`src/rtl/ib_v2c_pipeline_gen.sv`:
```
// v2c message pipeline: STAGES register stages with stall, flush and
// per-channel masking; tracks how many stages hold a valid word.
module ib_v2c_pipeline_gen #(
  parameter int QUAN_SIZE = 4,
  parameter int CHANNEL_NUM = 6,
  parameter int PIPELINE_DEPTH = 3,
  parameter logic [CHANNEL_NUM-1:0] CH_MASK = '1,
  localparam int OCC_W = $clog2(PIPELINE_DEPTH)
) (
  input  logic read_clk,
  input  logic rstn,
  input  logic [CHANNEL_NUM*QUAN_SIZE-1:0] v2c_in,
  input  logic v2c_valid_in,
  input  logic pipe_en,
  input  logic flush,
  output logic [CHANNEL_NUM*QUAN_SIZE-1:0] M_reg,
  output logic v2c_valid_out,
  output logic [OCC_W-1:0] pipe_occupancy,
  output logic pipe_empty
);

  localparam int STAGES = PIPELINE_DEPTH - 1;
  localparam int Q = QUAN_SIZE;

  logic [STAGES-1:0] vld;
  logic [STAGES-1:0] vld_nxt;
  logic [STAGES:0] vld_sh;
  logic [OCC_W-1:0] occ_nxt;

  assign vld_sh = {vld, v2c_valid_in};

  always_comb begin
    vld_nxt = vld;
    if (flush)
      vld_nxt = '0;
    else if (pipe_en)
      vld_nxt = vld_sh[STAGES-1:0];
  end

  always_comb begin
    occ_nxt = '0;
    for (int k = 0; k < STAGES; k++)
      occ_nxt = occ_nxt + OCC_W'(vld_nxt[k]);
  end

  always_ff @(posedge read_clk or negedge rstn) begin
    if (!rstn) begin
      vld <= '0;
      pipe_occupancy <= '0;
    end else begin
      vld <= vld_nxt;
      pipe_occupancy <= occ_nxt;
    end
  end

  assign v2c_valid_out = vld[STAGES-1];
  assign pipe_empty = (pipe_occupancy == '0);

  for (genvar i = 0; i < CHANNEL_NUM; i++) begin : g_ch
    if (CH_MASK[i]) begin : g_on
      logic [STAGES*Q-1:0] pipe;
      logic [(STAGES+1)*Q-1:0] sh;

      // stage 0 sits in the low slice; each shift moves stage k-1 into k
      assign sh = {pipe, v2c_in[i*Q +: Q]};

      always_ff @(posedge read_clk or negedge rstn) begin
        if (!rstn)
          pipe <= '0;
        else if (flush)
          pipe <= '0;
        else if (pipe_en)
          pipe <= sh[STAGES*Q-1:0];
      end

      assign M_reg[i*Q +: Q] = pipe[(STAGES-1)*Q +: Q];
    end else begin : g_off
      logic unused_ch;
      assign unused_ch = ^v2c_in[i*Q +: Q];
      assign M_reg[i*Q +: Q] = '0;
    end
  end

endmodule

```
`config.mk`:
```
export PLATFORM = sky130hd
export DESIGN_NAME = ib_v2c_pipeline_gen
export DESIGN_NICKNAME = d
export VERILOG_FILES = /design/src/rtl/ib_v2c_pipeline_gen.sv
export SDC_FILE = /design/constraint.sdc
export NUM_CORES = 1
export LEC_CHECK = 0
export BUFFER_PORTS_ARGS = -buffer_cell sky130_fd_sc_hd__buf_2
export CORE_UTILIZATION = 45
export DETAILED_ROUTE_END_ITERATION = 6
export GPL_TIMING_DRIVEN = 0
export PLACE_DENSITY_LB_ADDON = 0.05
export SETUP_SLACK_MARGIN = 0.2
export SLEW_MARGIN = 20
export SYNTH_ARGS = -nofsm -noshare
export SYNTH_HDL_FRONTEND = slang
export SYNTH_SLANG_ARGS = --single-unit
```
`constraint.sdc`:
```
create_clock -name read_clk -period 0.9 [get_ports read_clk]
set_input_delay 0.135 -clock read_clk [delete_from_list [all_inputs] [get_ports read_clk]]
set_output_delay 0.135 -clock read_clk [all_outputs]
set_load 0.05 [all_outputs]
```
==> results.cfg, run 1 <==
[floorplan]
fp.dieW_um = 73.4
core_mm2 = 0.00482
num_rows = 25
initial_utilization = 0.477
pin_count = 57
dieArea_mm2 = 0.00539
die_y_um = 73.4

[routing]
dr.pass1.iters = 4
first_iter_violations = 59
detail_route.wl_per_cell_um = 12.4
routed_wl_um = 4010
antenna_left = 0
num_vias = 1462
vias_per_cell = 4.51
drc = 0

[min_path]
hp-class = in -> async

[cts]
clk_latency_ns = 0.30
numCtsBuffers = 5
cts_tree = yes
path_clk_slew_ns = 0.08
clock_path_buffers = 2
htreeDepth = 2
cts-root-buf = clkbuf_8
cts_sinks = 52

[yosys]
synth_area_leaders = dfrtp_1 (57%), mux2i_1 (22%), nor2_1 (8.3%), buf_4 (7.8%), buf_8 (3.3%)
syn_inst = 190
yosysTopAreaCell = dfrtp_1
syn_nets = 220
synth-edff-count = 0
ys_seq_area_frac = 0.567
syn_avg_cell_area_um2 = 12.1
synth_common_cells = dfrtp_1 (52), nor2_1 (51), mux2i_1 (50)
yosysWarnings = 0
ys_types = 9
yosysMostFrequentCell = dfrtp_1
synth-main-ff-cell = dfrtp_1
async_flop_share = 1.00
ys_ff_latch = 52
yosysTopAreaCellShare = 0.567
syn_area_mm2 = 0.00230

[global_routing]
grt_usage = 0.165
grt_pass1_vias = 1506
antenna_found_initial = 0
grt_pass1_wl_um = 6700
grt_overflow = 0
grt_start_max_net_pins = 53

[outcome]
status = complete, but fails checks
violations = negative hold slack, negative setup slack

[critical_path]
r2r_start = vld[1]
cp.required_ns = 0.76
worstSetupStartpointType = register
ff2ff_path_depth = 3
path_class = reg -> out
r2r_setup_slack_ns = -0.10
cp.arrival_ns = 0.99
r2r_end = pipe_occupancy[0]
end_kind = output pin
path_max_fanout = 2

[timing]
slew_headroom = 0.568
fin_skew_ns = 0.00507
slew_violations = 0
period_share = 1.24
hold_viol = 52
setup_violations = 31
worstMarginPinSlew_ns = 0.648
rsz0062_at_grt = yes
min_period_ns = 1.12
fin_ws_ns = -0.220
fmax_mhz = 893
hold_slack_ns = -0.143

[placed_design]
port_buffers = 54
place_congestion = 0.724
dp_hpwl_um = 2550

[finish]
antenna_cells = 0
nets = 287
fin_util = 0.658
drive_above_1_share = 0.397
syn2layout_area_growth_pct = 38.0

[pwr]
vdd_ir_drop_max_v = 0.000846
power_mw = 4.73
p_leak_nw = 1.68
cellPowerDensity_mw_per_mm2 = 1490

[flow_run]
maxCapViolations = 0
-- flip-flops by register name, summed over array words and instances, names as in the netlist --
register and cells:
vld 2, g_ch.g_on.pipe 48, pipe_occupancy 2
-- worst max path at each step --
stage | from | end | slack, ns | cells after the start
after detailed placement | flush | pipe_occupancy[0] | -0.36 | 4
after floorplan | vld[1] | pipe_occupancy[0] | -0.20 | 3
after CTS | pipe_occupancy[0] | pipe_empty | -0.23 | 2
after global placement | rstn | pipe_occupancy[1] | -0.38 | 1
final | pipe_occupancy[0] | pipe_empty | -0.22 | 2
after global routing | pipe_occupancy[0] | pipe_empty | -0.26 | 2
-- power by group --
group	internal (mW)	leakage, nW	switching [mW]
clock network	0.686	0.0503	0.717
logic	0.392	0.926	0.433
registers	2.44	0.699	0.0631
-- layout by cell type, fill, tap and decap left out, drive strengths merged --
cell type	count
buf	90
dfrtp	52
nor2	51
ha	1
mux2i	50
clkbuf	13
-- kinds of logic after synthesis --
logic type,count (synthesis),share of synthesized area
buffers and inverters,36,0.126
flip-flops,52,0.567
multiplexers,50,0.218
adder cells (fa/ha/maj),1,0.00545
AND/OR/NAND/NOR,51,0.0834
-- area by class of cell --
class	count	area (um2)
multi-input combinational	102	714
timing repair buffer	60	581
sequential	52	1300
buffer	36	389
clock buffer	7	96.3
tap	67	83.8
fill	409	1650
-- metrics by stage --
stage                     cell area (um2)  TNS (ns)  instances  setup WS [ns]  hold slack, ns
after global placement               2670    -16.08        311         -0.379           0.376
after detailed placement             2670     -1.06        311         -0.363           0.212
after CTS                            3150     -5.58        322         -0.228          -0.116
after floorplan                      2310    -0.450        190         -0.198          -0.161
after global routing                 3170     -6.59        324         -0.259         -0.0946
final                                3170     -5.28        324         -0.220          -0.143
-- worst max-delay path, stage by stage (launching register included) --
cell and delay, ns:
dfrtp_1 0.42, nor2_4 0.12, buf_6 0.16
-- repair_timing --
item	4_1_cts	5_1_grt
hold endpoints to repair	52	52
setup endpoints to repair	51	80
gates resized for setup	102	2
buffers inserted	4	2
pin swaps	1	0
-- routing by layer --
| metal | track usage | up-vias | share of wire | wire length [um] |
|---|---|---|---|---|
| li1 | - | 722 | - | - |
| met1 | 0.214 | 701 | 0.46 | 1850 |
| met2 | 0.265 | 34 | 0.48 | 1940 |
| met3 | 0.0466 | 5 | 0.044 | 175 |
| met4 | 0.0577 | 0 | 0.012 | 48 |
| met5 | 0 | - | 0 | 0 |
(Power assumes the default switching activity.)
==> run 2: changes to the inputs <==
--- a/config.mk
+++ b/config.mk
@@ -5,6 +5,7 @@
 export SDC_FILE = /design/constraint.sdc
 export NUM_CORES = 1
 export LEC_CHECK = 0
+export ABC_AREA = 1
 export BUFFER_PORTS_ARGS = -buffer_cell sky130_fd_sc_hd__buf_2
 export CORE_UTILIZATION = 45
 export DETAILED_ROUTE_END_ITERATION = 6
==> results.cfg, run 2 <==
[timing]
slew_headroom = 0.568
fin_skew_ns = 0.00428
slew_violations = 0
hold_slack_ns = -0.132
min_period_ns = 1.11
fin_tns_setup_ns = -5.10
hold_viol = 52
rsz0062_at_grt = yes
worstMarginPinSlew_ns = 0.648
period_share = 1.23
fin_ws_ns = -0.208
fmax_mhz = 902
setup_violations = 28

[floorplan]
pin_count = 57
die_y_um = 74.3
dieArea_mm2 = 0.00552
num_rows = 25
core_mm2 = 0.00488
initial_utilization = 0.482
fp.dieW_um = 74.3

[finish]
nets = 352
drive_above_1_share = 0.437
largest_reg_flops = 48
regMostFlops = g_ch.g_on.pipe
layout_common_cells = nand2_1 (90), dfrtp_1 (49), buf_6 (44)
syn2layout_area_growth_pct = 42.4
antenna_cells = 0
design_area_mm2 = 0.00335
reg_top3 = g_ch.g_on.pipe: 48 flops, pipe_occupancy: 2 flops, vld: 2 flops
final_common_cell = nand2_1

[outcome]
status = complete, but fails checks
violations = negative hold slack, negative setup slack

[placed_design]
dp_hpwl_um = 2890
place_area_mm2 = 0.00273
port_buffers = 55
place_congestion = 0.669

[yosys]
syn_area_mm2 = 0.00235
synth-edff-count = 0
synth_area_leaders = dfrtp_1 (55%), nand2_1 (16%), nand3_1 (8.7%), buf_4 (8.6%), buf_6 (4.8%)
yosysTopAreaCell = dfrtp_1
async_flop_share = 1.00
ys_ff_latch = 52
synth_common_cells = nand2_1 (100), dfrtp_1 (52), nand3_1 (41)
yosysTopAreaCellShare = 0.553
ys_types = 12
yosysMostFrequentCell = nand2_1
yosysWarnings = 0
syn_inst = 246
ys_seq_area_frac = 0.553
synth-main-ff-cell = dfrtp_1
syn_avg_cell_area_um2 = 9.56
syn_nets = 276

[cts]
cts_tree = yes
clock_path_buffers = 2
path_clk_slew_ns = 0.08
cts_sinks = 52
clk_latency_ns = 0.29
numCtsBuffers = 5
htreeDepth = 2
cts-root-buf = clkbuf_8

[global_routing]
grt_pass1_wl_um = 7720
grt_pass1_vias = 1764
antenna_found_initial = 0
grt_overflow = 0
grt_usage = 0.185
grt_start_max_net_pins = 53

[flow_run]
maxCapViolations = 0

[pwr]
cellPowerDensity_mw_per_mm2 = 1390
pwr-share-comb = 0.180
swShare = 0.260
vdd_ir_drop_max_v = 0.000855
pwr-share-clk = 0.282
p_int_mw = 3.45
net-switching-power_mw = 1.21
power_mw = 4.66
p_seq_frac = 0.537
p_leak_nw = 1.82

[min_path]
hp-class = in -> async

[critical_path]
path_class = reg -> out
path_max_fanout = 2
end_kind = output pin
cp.required_ns = 0.76
ff2ff_path_depth = 3
cp.arrival_ns = 0.97
worstSetupStartpointType = register

[routing]
num_vias = 1808
vias_per_cell = 4.64
antenna_left = 0
dr.pass1.iters = 4
drc = 0
first_iter_violations = 63
routed_wl_um = 4590
detail_route.wl_per_cell_um = 11.8
-- run 2: cell count changes after synthesis, sizes merged --
cell	previous run	this run
mux2i	50	0
buf	30	39
nand3	0	50
nor2	51	2
inv	0	1
clkbuf	6	1
nand2	0	100
-- run 2: repair_timing --
item / 4_1_cts / 5_1_grt
pin swaps: 3 / 4
setup buffers: 9 / 5
endpoints found under the hold margin: 52 / 52
resized for setup: 103 / 20
setup endpoints to repair: 30 / 38
gates cloned: 0 / 0
-- run 2: per-layer routing --
layer  vias up  track usage  share of wire
li1        904            -              -
met1       861        0.221           0.44
met2        38        0.327           0.50
met3         5       0.0407          0.042
met4         0       0.0692          0.011
met5         -            0              0
-- run 2: cell families after synthesis --
group / count (synthesis) / share of synthesized area
buffers and inverters: 41 / 0.146
and+or+nand+nor: 152 / 0.295
adders and majority gates: 1 / 0.00532
DFF: 52 / 0.553
-- run 2: power groups by stage --
stage	sequential [mW]	clock [mW]	combinational (mW)
finish	2.50	1.31	0.840
global route	2.51	1.45	0.908
CTS	2.50	1.38	0.817
global placement	2.54	0	0.672
detailed placement	2.54	0	0.676
floorplan	2.55	0	0.446
-- run 2: worst max-delay path: stages, from the launching register on --
cell     delay (ns)
dfrtp_2        0.42
nor2_4         0.11
buf_8          0.15
-- run 2: path summary, 6_finish.rpt --
check                                startpoint                   end  slack, ns
max                           pipe_occupancy[0]            pipe_empty      -0.21
min                                        rstn                vld[1]      -0.13
max reg2reg                              vld[0]     pipe_occupancy[0]       0.03
min reg2reg                g_ch[3].g_on.pipe[3]  g_ch[3].g_on.pipe[3]       0.48
max in group asynchronous                  rstn     pipe_occupancy[0]       0.58
min in group read_clk                v2c_in[12]  g_ch[3].g_on.pipe[0]       0.06
-- run 2: cell type report --
cell class / instances / area, um2
timing repair buffer: 69 / 676
inverter: 1 / 3.75
clock buffer: 8 / 90.1
fill: 415 / 1530
sequential: 52 / 1310
multi-input combinational: 153 / 752
tap: 67 / 83.8
buffer: 40 / 437
-- run 2: per-stage QoR --
| stage | worst slack [ns] | util | instances |
|---|---|---|---|
| 3_3_place_gp | -0.389 | 0.559 | 368 |
| 3_5_place_dp | -0.189 | 0.560 | 368 |
| 2_1_floorplan | -0.119 | - | 246 |
| 4_1_cts | -0.220 | 0.664 | 385 |
| 6_report | -0.208 | 0.686 | 390 |
| 5_1_grt | -0.247 | 0.686 | 390 |
==> run 3: changes to the inputs <==
--- a/config.mk
+++ b/config.mk
@@ -7,6 +7,7 @@
 export LEC_CHECK = 0
 export ABC_AREA = 1
 export BUFFER_PORTS_ARGS = -buffer_cell sky130_fd_sc_hd__buf_2
+export CORE_ASPECT_RATIO = 1.75
 export CORE_UTILIZATION = 45
 export DETAILED_ROUTE_END_ITERATION = 6
 export GPL_TIMING_DRIVEN = 0
==> results.cfg, run 3 (synthesis gave the netlist of run 2 again) <==
[critical_path]
path_max_fanout = 2
ff2ff_path_depth = 3
startpoint = pipe_occupancy[1]
end_kind = output pin
r2r_start = vld[0]
cp.arrival_ns = 0.99
worstSetupStartpointType = register
path_class = reg -> out
cp.required_ns = 0.76
r2r_setup_slack_ns = 0.01

[timing]
rsz0062_at_grt = yes
setup_violations = 28
min_period_ns = 1.13
fmax_mhz = 886
hold_viol = 52
period_share = 1.25
hold_slack_ns = -0.151
worstMarginPinSlew_ns = 0.658
slew_headroom = 0.561
fin_tns_setup_ns = -5.30
fin_skew_ns = 0.00402
slew_violations = 0
fin_ws_ns = -0.228

[cts]
htreeDepth = 2
cts_sinks = 52
cts_tree = yes
cts-root-buf = clkbuf_8
clk_latency_ns = 0.30
numCtsBuffers = 5
path_clk_slew_ns = 0.09
clock_path_buffers = 2

[routing]
dr.pass1.iters = 5
routed_wl_um = 4630
vias_per_cell = 4.74
antenna_left = 0
num_vias = 1810
drc = 0
detail_route.wl_per_cell_um = 12.1
first_iter_violations = 35

[pwr]
pwr-share-clk = 0.287
p_seq_frac = 0.533
cellPowerDensity_mw_per_mm2 = 1390
vdd_ir_drop_max_v = 0.00105
pwr-share-comb = 0.180
power_mw = 4.69
swShare = 0.268
p_int_mw = 3.44
p_leak_nw = 1.85
net-switching-power_mw = 1.26

[global_routing]
grt_pass1_wl_um = 7880
grt_usage = 0.182
grt_overflow = 0
grt_pass1_vias = 1741
antenna_found_initial = 0
grt_start_max_net_pins = 53

[placed_design]
port_buffers = 55
place_congestion = 0.667
dp_cells = 355
dp_hpwl_um = 2970
place_ws_ns = -0.199

[floorplan]
initial_utilization = 0.472
core_mm2 = 0.00498
fp.dieW_um = 56.6
pin_count = 57
die_y_um = 97.6
dieArea_mm2 = 0.00553
num_rows = 34

[finish]
multi_input_area_um2 = 757
reg_top3 = g_ch.g_on.pipe: 48 flops, pipe_occupancy: 2 flops, vld: 2 flops
fillCellCount = 426
largest_reg_flops = 48
final_common_cell = nand2_1
antenna_cells = 0
regMostFlops = g_ch.g_on.pipe
drive_above_1_share = 0.457
final_cells = 382
layout_common_cells = nand2_1 (88), dfrtp_1 (49), buf_6 (44)
syn2layout_area_growth_pct = 43.3
nets = 357
register_area_mm2 = 0.00131

[flow_run]
maxCapViolations = 0

[min_path]
hp-class = in -> async

[outcome]
status = complete, but fails checks
violations = negative hold slack, negative setup slack
## run 3: cell count changes in the layout (fill, tap and decap cells not counted), sizes merged
cell	change
buf	+5
clkbuf	-2
clkinv	+2
## run 3: path summary, 6_finish.rpt
kind	end
setup reg to reg	pipe_occupancy[0]
setup / recovery	pipe_empty
max in group asynchronous	vld[1]
hold reg to reg	g_ch[2].g_on.pipe[2]
hold / removal	pipe_occupancy[0]
min in group read_clk	g_ch[4].g_on.pipe[1]
## run 3: critical path, cell delays in order (launching register included)
cell	delay [ns]
dfrtp_2	0.43
nor2_4	0.11
buf_6	0.16
## run 3: metal layers
metal  routed length (um)  track usage
met4                   80       0.0732
met1                 1990        0.217
met5                    0            0
met2                 2390        0.312
met3                  173       0.0373
## run 3: cell type report
class	instances	share of cell area
Clock buffer	6	0.0245
Tap cell	54	0.0201
Inverter	1	0.00111
Sequential cell	52	0.387
Timing Repair Buffer	74	0.210
Clock inverter	2	0.00297
Buffer	40	0.130
Multi-Input combinational cell	153	0.225
## run 3: timing repair
item                                    CTS  global route
hold endpoints to repair                 52            52
endpoints found under the setup margin   30            39
setup buffers                             8            11
cloned                                    0             0
gates resized for setup                 106            17
pin swaps                                 4             2
## run 3: power by group through the flow
stage               combinational, mW  sequential, mW  clock [mW]
finish                          0.846            2.50        1.34
detailed placement              0.678            2.54           0
global placement                0.671            2.54           0
global route                    0.913            2.52        1.48
CTS                             0.821            2.50        1.40
floorplan                       0.446            2.55           0
## run 3: stage by stage
step | util | area, um2 | hold slack [ns]
after floorplan | - | 2370 | -0.161
after global placement | 0.545 | 2710 | 0.365
after detailed placement | 0.546 | 2720 | 0.211
after CTS | 0.650 | 3230 | -0.123
after global routing | 0.677 | 3370 | -0.0916
final | 0.677 | 3370 | -0.151
